<file path="src/rtl/vga_timing_pkg.sv">
// vga_timing_pkg: 640x480 timing defaults and helpers shared by the VGA sync generator and decoder
package vga_timing_pkg;
  localparam int H_TOTAL = 800;
  localparam int V_TOTAL = 525;
  localparam int H_ACTIVE = 640;
  localparam int V_ACTIVE = 480;
  localparam int H_FRONT_PORCH = 18;
  localparam int H_BACK_PORCH = 50;
  localparam int V_FRONT_PORCH = 10;
  localparam int V_BACK_PORCH = 33;
  localparam int H_SYNC_WIDTH = H_TOTAL - H_ACTIVE - H_FRONT_PORCH - H_BACK_PORCH;
  localparam int V_SYNC_WIDTH = V_TOTAL - V_ACTIVE - V_FRONT_PORCH - V_BACK_PORCH;
  typedef enum logic [1:0] {UNLOCKED, CHECK, LOCKED} lock_state_t;
  function automatic logic [9:0] sat_inc(input logic [9:0] v);
    return &v ? v : v + 10'd1;
  endfunction
endpackage

</file>
<file path="src/rtl/vga_sync_edge.sv">
// vga_sync_edge: registers a sync input and flags the sample where it falls from 1 to 0
module vga_sync_edge (
  input  logic clk,
  input  logic rst_l,
  input  logic sync,
  output logic fall
);
  logic cur, prev;
  always_ff @(posedge clk) begin
    if (!rst_l) begin
      cur <= 1'b1;
      prev <= 1'b1;
    end else begin
      cur <= sync;
      prev <= cur;
    end
  end
  assign fall = prev & ~cur;
endmodule

</file>
<file path="src/rtl/vga_sync_decoder.sv">
// vga_sync_decoder: recovers VGA line/frame timing, tracks lock and emits aligned pixel coordinates and video
module vga_sync_decoder
  import vga_timing_pkg::*;
#(
  parameter int VIDEO_WIDTH = 3,
  parameter int TOTAL_COLS = H_TOTAL,
  parameter int TOTAL_ROWS = V_TOTAL,
  parameter int ACTIVE_COLS = H_ACTIVE,
  parameter int ACTIVE_ROWS = V_ACTIVE,
  parameter int FRONT_PORCH_HORZ = H_FRONT_PORCH,
  parameter int FRONT_PORCH_VERT = V_FRONT_PORCH
) (
  input  logic                   i_Clk,
  input  logic                   i_Rst_L,
  input  logic                   i_HSync,
  input  logic                   i_VSync,
  input  logic [VIDEO_WIDTH-1:0] i_Red_Video,
  input  logic [VIDEO_WIDTH-1:0] i_Grn_Video,
  input  logic [VIDEO_WIDTH-1:0] i_Blu_Video,
  output logic                   o_Locked,
  output logic                   o_Active,
  output logic [9:0]             o_Col_Count,
  output logic [9:0]             o_Row_Count,
  output logic                   o_Frame_Start,
  output logic [VIDEO_WIDTH-1:0] o_Red_Video,
  output logic [VIDEO_WIDTH-1:0] o_Grn_Video,
  output logic [VIDEO_WIDTH-1:0] o_Blu_Video
);
  localparam logic [9:0] H_START = 10'(TOTAL_COLS - ACTIVE_COLS - FRONT_PORCH_HORZ);
  localparam logic [9:0] H_END = 10'(TOTAL_COLS - FRONT_PORCH_HORZ);
  localparam logic [9:0] V_START = 10'(TOTAL_ROWS - ACTIVE_ROWS - FRONT_PORCH_VERT);
  localparam logic [9:0] V_END = 10'(TOTAL_ROWS - FRONT_PORCH_VERT);
  localparam logic [10:0] H_LEN = 11'(TOTAL_COLS);
  localparam logic [10:0] V_LEN = 11'(TOTAL_ROWS);
  logic h_fall, v_fall, pending, h_seen, frame_good;
  logic frame_load, line_err, frame_ok, visible, act;
  logic [9:0] h_pos, v_pos;
  logic [VIDEO_WIDTH-1:0] red_q, grn_q, blu_q, red_d, grn_d, blu_d;
  lock_state_t state;
  vga_sync_edge u_hsync (.clk(i_Clk), .rst_l(i_Rst_L), .sync(i_HSync), .fall(h_fall));
  vga_sync_edge u_vsync (.clk(i_Clk), .rst_l(i_Rst_L), .sync(i_VSync), .fall(v_fall));
  assign frame_load = h_fall & (pending | v_fall);
  assign line_err = (h_fall & h_seen & (({1'b0, h_pos} + 11'd1) != H_LEN)) | (&h_pos);
  assign frame_ok = ({1'b0, v_pos} + 11'd1) == V_LEN;
  assign visible = h_pos >= H_START && h_pos < H_END && v_pos >= V_START && v_pos < V_END;
  assign act = visible && state == LOCKED;
  always_ff @(posedge i_Clk) begin
    if (!i_Rst_L) begin
      h_pos <= '0;
      v_pos <= '0;
      pending <= 1'b0;
    end else begin
      h_pos <= h_fall ? '0 : sat_inc(h_pos);
      v_pos <= !h_fall ? v_pos : frame_load ? '0 : sat_inc(v_pos);
      pending <= !h_fall & (pending | v_fall);
    end
  end
  // A line error coinciding with a frame load in CHECK blocks the lock but still re-arms for the new frame
  always_ff @(posedge i_Clk) begin
    if (!i_Rst_L) begin
      state <= UNLOCKED;
      frame_good <= 1'b0;
      h_seen <= 1'b0;
    end else begin
      h_seen <= h_seen | h_fall;
      case (state)
        UNLOCKED: if (frame_load) begin
          state <= CHECK;
          frame_good <= 1'b1;
        end
        CHECK: if (frame_load) begin
          state <= (frame_good && frame_ok && !line_err) ? LOCKED : CHECK;
          frame_good <= 1'b1;
        end else if (line_err) frame_good <= 1'b0;
        LOCKED: if (line_err || (frame_load && !frame_ok)) begin
          state <= UNLOCKED;
          h_seen <= 1'b0;
        end
        default: state <= UNLOCKED;
      endcase
    end
  end
  always_ff @(posedge i_Clk) begin
    if (!i_Rst_L) begin
      o_Locked <= 1'b0;
      o_Active <= 1'b0;
      o_Col_Count <= '0;
      o_Row_Count <= '0;
      o_Frame_Start <= 1'b0;
      {red_q, grn_q, blu_q} <= '0;
      {red_d, grn_d, blu_d} <= '0;
      {o_Red_Video, o_Grn_Video, o_Blu_Video} <= '0;
    end else begin
      o_Locked <= state == LOCKED;
      o_Active <= act;
      o_Col_Count <= act ? h_pos - H_START : '0;
      o_Row_Count <= act ? v_pos - V_START : '0;
      o_Frame_Start <= act && h_pos == H_START && v_pos == V_START;
      {red_q, grn_q, blu_q} <= {i_Red_Video, i_Grn_Video, i_Blu_Video};
      {red_d, grn_d, blu_d} <= {red_q, grn_q, blu_q};
      {o_Red_Video, o_Grn_Video, o_Blu_Video} <= {red_d, grn_d, blu_d};
    end
  end
endmodule

</file>
<file path="config.mk">
export PLATFORM = sky130hd
export DESIGN_NAME = vga_sync_decoder
export DESIGN_NICKNAME = d
export VERILOG_FILES = /design/src/rtl/vga_timing_pkg.sv /design/src/rtl/vga_sync_edge.sv /design/src/rtl/vga_sync_decoder.sv
export SDC_FILE = /design/constraint.sdc
export NUM_CORES = 1
export LEC_CHECK = 0
export CELL_PAD_IN_SITES_DETAIL_PLACEMENT = 0
export CELL_PAD_IN_SITES_GLOBAL_PLACEMENT = 1
export CORE_MARGIN = 10
export CORE_UTILIZATION = 25
export CTS_CLUSTER_SIZE = 28
export DETAILED_ROUTE_END_ITERATION = 16
export PLACE_DENSITY = 0.62
export RECOVER_POWER = 100
export SLEW_MARGIN = 20
export SYNTH_ARGS = -nofsm -noshare
export SYNTH_HDL_FRONTEND = slang
export SYNTH_SLANG_ARGS = --single-unit
</file>
<file path="constraint.sdc">
create_clock -name i_Clk -period 1.9 [get_ports i_Clk]
set_clock_uncertainty 0.05 [all_clocks]
set_input_delay 0.19 -clock i_Clk [delete_from_list [all_inputs] [get_ports i_Clk]]
set_output_delay 0.19 -clock i_Clk [all_outputs]
set_load 0.02 [all_outputs]
</file>
After elaboration in Yosys (flattened, before gate mapping)
Cells that the tools add are included.

Flip-flop bits (word level): 79. Input bits: 13. Logic and storage cells: 92.

Reduce and logical (&&, ||, !) cells: 22. Order comparisons: 4. Mux-type cells: 13. $add $sub $neg: 6. Equal/unequal tests: 11. Bitwise operators: 12.

Operators by type and width (number): $add A10 B1 Y11 const B (2); $add A10 B1 Y10 const B (2); $lt A10 B10 Y1 const B (2); $mux W10 (2); $reduce_and A10 Y1 (2); $eq A11 B10 Y1 const B (1); $ne A11 B10 Y1 const B (1); $eq A10 B6 Y1 const B (1); $eq A10 B8 Y1 const B (1); $ge A10 B6 Y1 const B (1); $ge A10 B8 Y1 const B (1); $sub A10 B6 Y10 const B (1); $sub A10 B8 Y10 const B (1); $logic_and A1 B1 Y1 (9); $mux W2 (4); $and A1 B1 Y1 (6); $ne A2 B2 Y1 const B (3); $pmux W2 S3 (1); $reduce_and A3 Y1 (2); $mux W1 (5); $reduce_and A2 Y1 (2); $logic_not A1 Y1 (3); $ne A3 B3 Y1 const B (1); $not A1 Y1 (3); 9 further kinds (11).

Longest topological paths before layout
Gate-level depths: netlist (run 1).

Depth in word-level cells: 10. Gate-level depth with buffers: 8. Gate-level depth less buffers: 6.

By module
From an unflattened synthesis (run 1), not the netlist that was laid out.

Cell total of the unflattened synthesis: 351. Area total of the unflattened synthesis: 3169.3 um^2.

By module, submodules not included: vga_sync_decoder (cells an instance 341, area each 3051.7 um^2, instances 1); vga_sync_edge (cells an instance 5, area each 58.8 um^2, instances 2).

Least setup slack after synthesis (run 1)
Ideal clock, no wire load.

Kind: reg-to-reg. From: register v_pos[1]. To: register v_pos[9]. Buffers on the path: 1. Stages on the path, launching flop included: 8. Data required time: 1.733 ns. Library setup time: 0.117 ns. Period minus slack after synthesis: 1.954 ns. Arrival: 1.787 ns. Setup slack: -0.054 ns. Cell sequence: dfxtp_1 -> ha_1 -> clkbuf_1 -> and3_1 -> a41oi_2 -> nand4_1 -> xnor2_1 -> a32o_1.

Cells in the longest elaborated chain, start to end: 3. Elaborated cells on any way between the ends: 6. Those cells by class: 1 x add/sub; 1 x eq/ne; 2 x mux; 2 x reduce/logical.

RTL lines: start: declaration (RTL line vga_sync_decoder.sv:37) `logic [9:0] h_pos, v_pos;`; start signal: assignment (RTL line vga_sync_decoder.sv:54) `v_pos <= !h_fall ? v_pos : frame_load ? '0 : sat_inc(v_pos);`; $add A10 B1 Y10 / $reduce_and A10 Y1 (equally long branches) (RTL line vga_timing_pkg.sv:15) `return &v ? v : v + 10'd1;`; $mux W10 / $ne A2 B2 Y1 (equally long branches); $mux W10 / $reduce_and A2 Y1 (equally long branches).

Several ways; a longest one is shown, not always the timed one. The select of a mux whose other input is x is not followed. A chain may end at the register's enable or synchronous reset.

Worst setup path in the final report (run 1)
From: register v_pos[0]. To: register state[0].

Cells in the longest elaborated chain, start to end: 7. Elaborated cells on any way between the ends: 12. Those cells by class: 1 x add/sub; 2 x eq/ne; 3 x mux; 6 x reduce/logical.

RTL lines: $add A10 B1 Y11 * (RTL line vga_sync_decoder.sv:44) `assign frame_ok = ({1'b0, v_pos} + 11'd1) == V_LEN;`; $eq A11 B10 Y1 * (RTL line vga_sync_decoder.sv:44); $logic_and A1 B1 Y1 / $logic_not A1 Y1 (equally long branches) (RTL line vga_sync_decoder.sv:72, vga_sync_decoder.sv:75); $logic_and A1 B1 Y1 (on tied branches) (RTL line vga_sync_decoder.sv:72, vga_sync_decoder.sv:75); $mux W2 / $logic_or A1 B1 Y1 (equally long branches) (RTL line vga_sync_decoder.sv:72, vga_sync_decoder.sv:75); $mux W2 / $ne A2 B1 Y1 (equally long branches); $pmux W2 S3 / $reduce_and A3 Y1 (equally long branches); end signal: assignment (RTL line vga_sync_decoder.sv:72) `state <= (frame_good && frame_ok && !line_err) ? LOCKED : CHECK;`; end: declaration (RTL line vga_sync_decoder.sv:39) `lock_state_t state;`.

Every way passes the cells marked *; elsewhere a longest branch is shown, timed or not. The select of a mux whose other input is x is not followed.

==> results of run 1 <==
-- state kept, by name, summed over array words and instances, names as in the netlist, 2 cells and up --
name / flops
h_pos: 10
o_Grn_Video: 3
v_pos: 10
grn_q: 3
grn_d: 3
o_Col_Count: 10
o_Blu_Video: 3
red_q: 3
o_Row_Count: 10
blu_d: 3
blu_q: 3
o_Red_Video: 3
state: 2
red_d: 3
-- kinds of logic (layout without fill, tap and decap cells) --
family / Yosys count / after routing / synth area share, %
and+or+nand+nor: 150 / 150 / 24.7
AOI/OAI and AO/OA: 43 / 43 / 9.70
DFF: 79 / 79 / 49.6
adders and majority gates: 4 / 4 / 1.57
xor gates and xnor gates: 29 / 29 / 7.97
buffers and inverters: 35 / 111 / 5.46
muxes: 3 / 3 / 0.943
-- routing by layer --
layer	global-route usage [%]	wire length [µm]	vias up
met5	0	0	-
met4	4.03	137	0
met3	2.91	292	7
met2	14.5	3620	30
met1	9.53	3230	1166
li1	-	-	1293
-- area by class of cell --
| class | instances | area, µm² | share of cell area, % |
|---|---|---|---|
| flip-flops and latches | 79 | 1590 | 36.2 |
| clock buffers | 10 | 229 | 5.23 |
| clock inverters | 6 | 85.1 | 1.94 |
| multi-input cells | 229 | 1480 | 33.8 |
| well taps | 172 | 215 | 4.92 |
| repair buffers | 85 | 743 | 17.0 |
| inverters | 10 | 37.5 | 0.858 |
-- cells in the mapped netlist (all sizes together), types with 5 or more instances --
cell type / number
dfxtp: 79
nor2: 43
and2: 32
nand2: 20
xnor2: 17
buf: 15
a21oi: 12
xor2: 12
nor3: 11
clkbuf: 10
inv: 10
nand3: 10
nand4: 9
o21ai: 7
a211oi: 5
nand2b: 5
nor2b: 5
-- worst max-delay path by stage --
stage / from / endpoint / slack [ns]
floorplan: v_pos[1]$_SDFFE_PN0P_ / v_pos[9]$_SDFFE_PN0P_ / -0.003
global placement: v_pos[0]$_SDFFE_PN0P_ / state[0]$_SDFFE_PN0P_ / 0.05
detailed placement: h_pos[1]$_SDFFE_PP0N_ / state[0]$_SDFFE_PN0P_ / -0.01
CTS: v_pos[1]$_SDFFE_PN0P_ / state[0]$_SDFFE_PN0P_ / 0.005
global route: v_pos[0]$_SDFFE_PN0P_ / state[0]$_SDFFE_PN0P_ / -0.03
finish: v_pos[0]$_SDFFE_PN0P_ / state[0]$_SDFFE_PN0P_ / 0.07
-- layout by cell type (no fill, tap or decap), types with 10 or more instances in the layout --
cell	synthesis	routed
sky130_fd_sc_hd__and2_1	32	19
sky130_fd_sc_hd__inv_1	10	10
sky130_fd_sc_hd__dlygate4sd3_1	0	32
sky130_fd_sc_hd__xnor2_1	17	17
sky130_fd_sc_hd__a21oi_1	11	11
sky130_fd_sc_hd__clkdlybuf4s50_1	0	12
sky130_fd_sc_hd__dfxtp_1	79	75
sky130_fd_sc_hd__and2_0	0	12
sky130_fd_sc_hd__xor2_1	12	12
sky130_fd_sc_hd__buf_4	4	35
sky130_fd_sc_hd__nor2_1	43	43
sky130_fd_sc_hd__nand2_1	20	20
-- per-stage QoR --
step                hold slack, ns  util, %  setup slack [ns]  total power, mW  instances
detailed placement           0.367     32.1           -0.0149             1.91        575
CTS                          0.358     34.6           0.00540             3.75        591
floorplan                    0.241        -          -0.00312             1.83        343
finish                       0.366     34.8            0.0665             3.68        591
global placement             0.363     32.1            0.0454             1.90        575
global route                 0.363     34.8           -0.0273             3.82        591
-- worst max-delay path: cells and delay by family (launching register included) --
kind	cells	cell delay (ns)
simple gates	3	0.80
compound gates	2	0.50
flops	1	0.38
-- power breakdown --
part	switching [mW]	leakage (nW)	total [mW]	internal, mW
logic	0.0755	1.03	0.154	0.0782
clock network	0.673	0.148	1.82	1.15
registers	0.0160	0.645	1.71	1.70
total	0.765	1.82	3.68	2.92
-- repair_timing --
item | 4_1_cts | 5_1_grt
gates resized for setup | 2 | 12
pin swaps | 1 | 2
endpoints found under the setup margin | 1 | 14
==> impl_metrics.tcl, run 1 <==
set metrics [dict create \
    kind_of_start_point_of_the_critical_path "flop" \
    critical_path.reg2reg.endpoint "state[0]$_SDFFE_PN0P_" \
    post-route-cell-area_um2 4380 \
    timing.critical_path.slowest_cell_delay_ns 0.58 \
    combined_area_of_all_synthesized_cells_um2 3190 \
    yosys.cell_types.count 56 \
    required_ns 2.08 \
    dr.first_iter.drc_count 71 \
    timing.slew.headroom_pct 64.6 \
    ys_async_sr_fraction_pct 0 \
    synth_top_cells_by_area "sky130_fd_sc_hd__dfxtp_1 (50%), sky130_fd_sc_hd__and2_1 (6.3%), sky130_fd_sc_hd__nor2_1 (5.1%), sky130_fd_sc_hd__xnor2_1 (4.7%), sky130_fd_sc_hd__xor2_1 (3.3%)" \
    timing.reg2reg.setup_slack_ns 0.07 \
    holdCritPathClass "in2reg" \
    synthesis_warnings 0 \
    worstHoldStart "i_VSync" \
    flow.area_growth_from_synthesis_pct 37.4 \
    report.final.hold_viol_count 0 \
    synth.yosys.seq_area_share_pct 49.6 \
    total_routed_length_mm 7.28 \
    postCtsHoldBufs 0 \
    placeableCoreArea_um2 12600 \
    synth_nets 360 \
    worstPathMaxFanout 5 \
    clock_insertion_delay_worst_skew_ns 0.34 \
    grt_setup_unrepaired "true" \
    highest_clock_rate_mhz 545 \
    path_type_of_the_worst_setup_path "reg2reg" \
    cts_sinks 79 \
    whs_path_depth 2 \
    reg2regPathDepth 5 \
    placementRows 41 \
    series_of_cell_instances_along_the_critical_path "nand4_1 -> or4b_4 -> a211oi_4 -> nand2_1 -> o31a_1" \
    placed_cell_area_um2 4040 \
    setup-tns-final_ns 0 \
    yosys.area.top_type_share_pct 49.6 \
    insertedDiodeCount 0 \
    critPathArrivalTime_ns 2.01 \
    cts_made_buffers 9 \
    tritoncts "yes" \
    leakagePower_nw 1.82 \
    maxCapViolations 0 \
    status "completed" \
    crit_path_top_delay_cell "sky130_fd_sc_hd__or4b_4" \
    io_pins 45 \
    portBuffers 44 \
    gp_congestion 0.816 \
    globalRouteOverflowTotal 0 \
    first_global_vias 2461 \
    die-area_um2 17700 \
    fraction_of_final_layout_cells_with_drive_strength_greater_than_1_pct 18.1 \
    grt_start_max_net_pins 38 \
    fin_crit_sh_pct 96.5 \
    floorplan.die.width_um 133 \
    detail_route.first_pass.iterations 4 \
    cts.root.buffer_cell "sky130_fd_sc_hd__clkbuf_16" \
    grt_pass1_wl_mm 12.3 \
    cts_max_level 3 \
    routed_wire_length_per_instance_um 12.3 \
    postCtsSetupBuffers 0 \
    design.final.nets 431 \
    drc 0 \
    dpl.hpwl_mm 5.38 \
    via_per_inst 4.22 \
    grt.total_usage_pct 8.61 \
    start_util_pct 25.3 \
    synth-edff-count 0 \
    power_density_nw_per_um2 842 \
    launch_instance_of_the_worst_register_to_register_path "v_pos[0]$_SDFFE_PN0P_" \
    cp-end-kind "flop" \
    vdd.ir_drop.worst_mv 0.341 \
    postSynth.topFlopCell "sky130_fd_sc_hd__dfxtp_1" \
    max_slew_violation_count 0 \
    post-synth-top-area-cell "sky130_fd_sc_hd__dfxtp_1" \
    netlist_instances 343 \
    postSynthRegisterBits 79 \
    vias 2496 \
    n_fill_cell 1267 \
    chipHeight_um 133 \
    worst_hold_path.endpoint "u_vsync.cur$_SDFF_PN1_" \
    post-route-min-period_ns 1.83 \
    max_slew.worst_pin.slew_ns 0.528 \
    worst_setup_hold_path_clk_slew_ns 0.06 \
    antenna_violating_nets_post_route 0 \
    syn-mean-instance-area_um2 9.29 \
    timing.final.setup_violations 0 \
    antenna_violations_before_repair 0 \
    ctsLongestPathBuffers 2 \
]
(Power assumes the default switching activity.)
==> inputs of run 2 (changes only) <==
- CTS_CLUSTER_SIZE: 28 -> 24
==> results of run 2 <==
Final layout, timing and power as in run 1 (identical DEF).
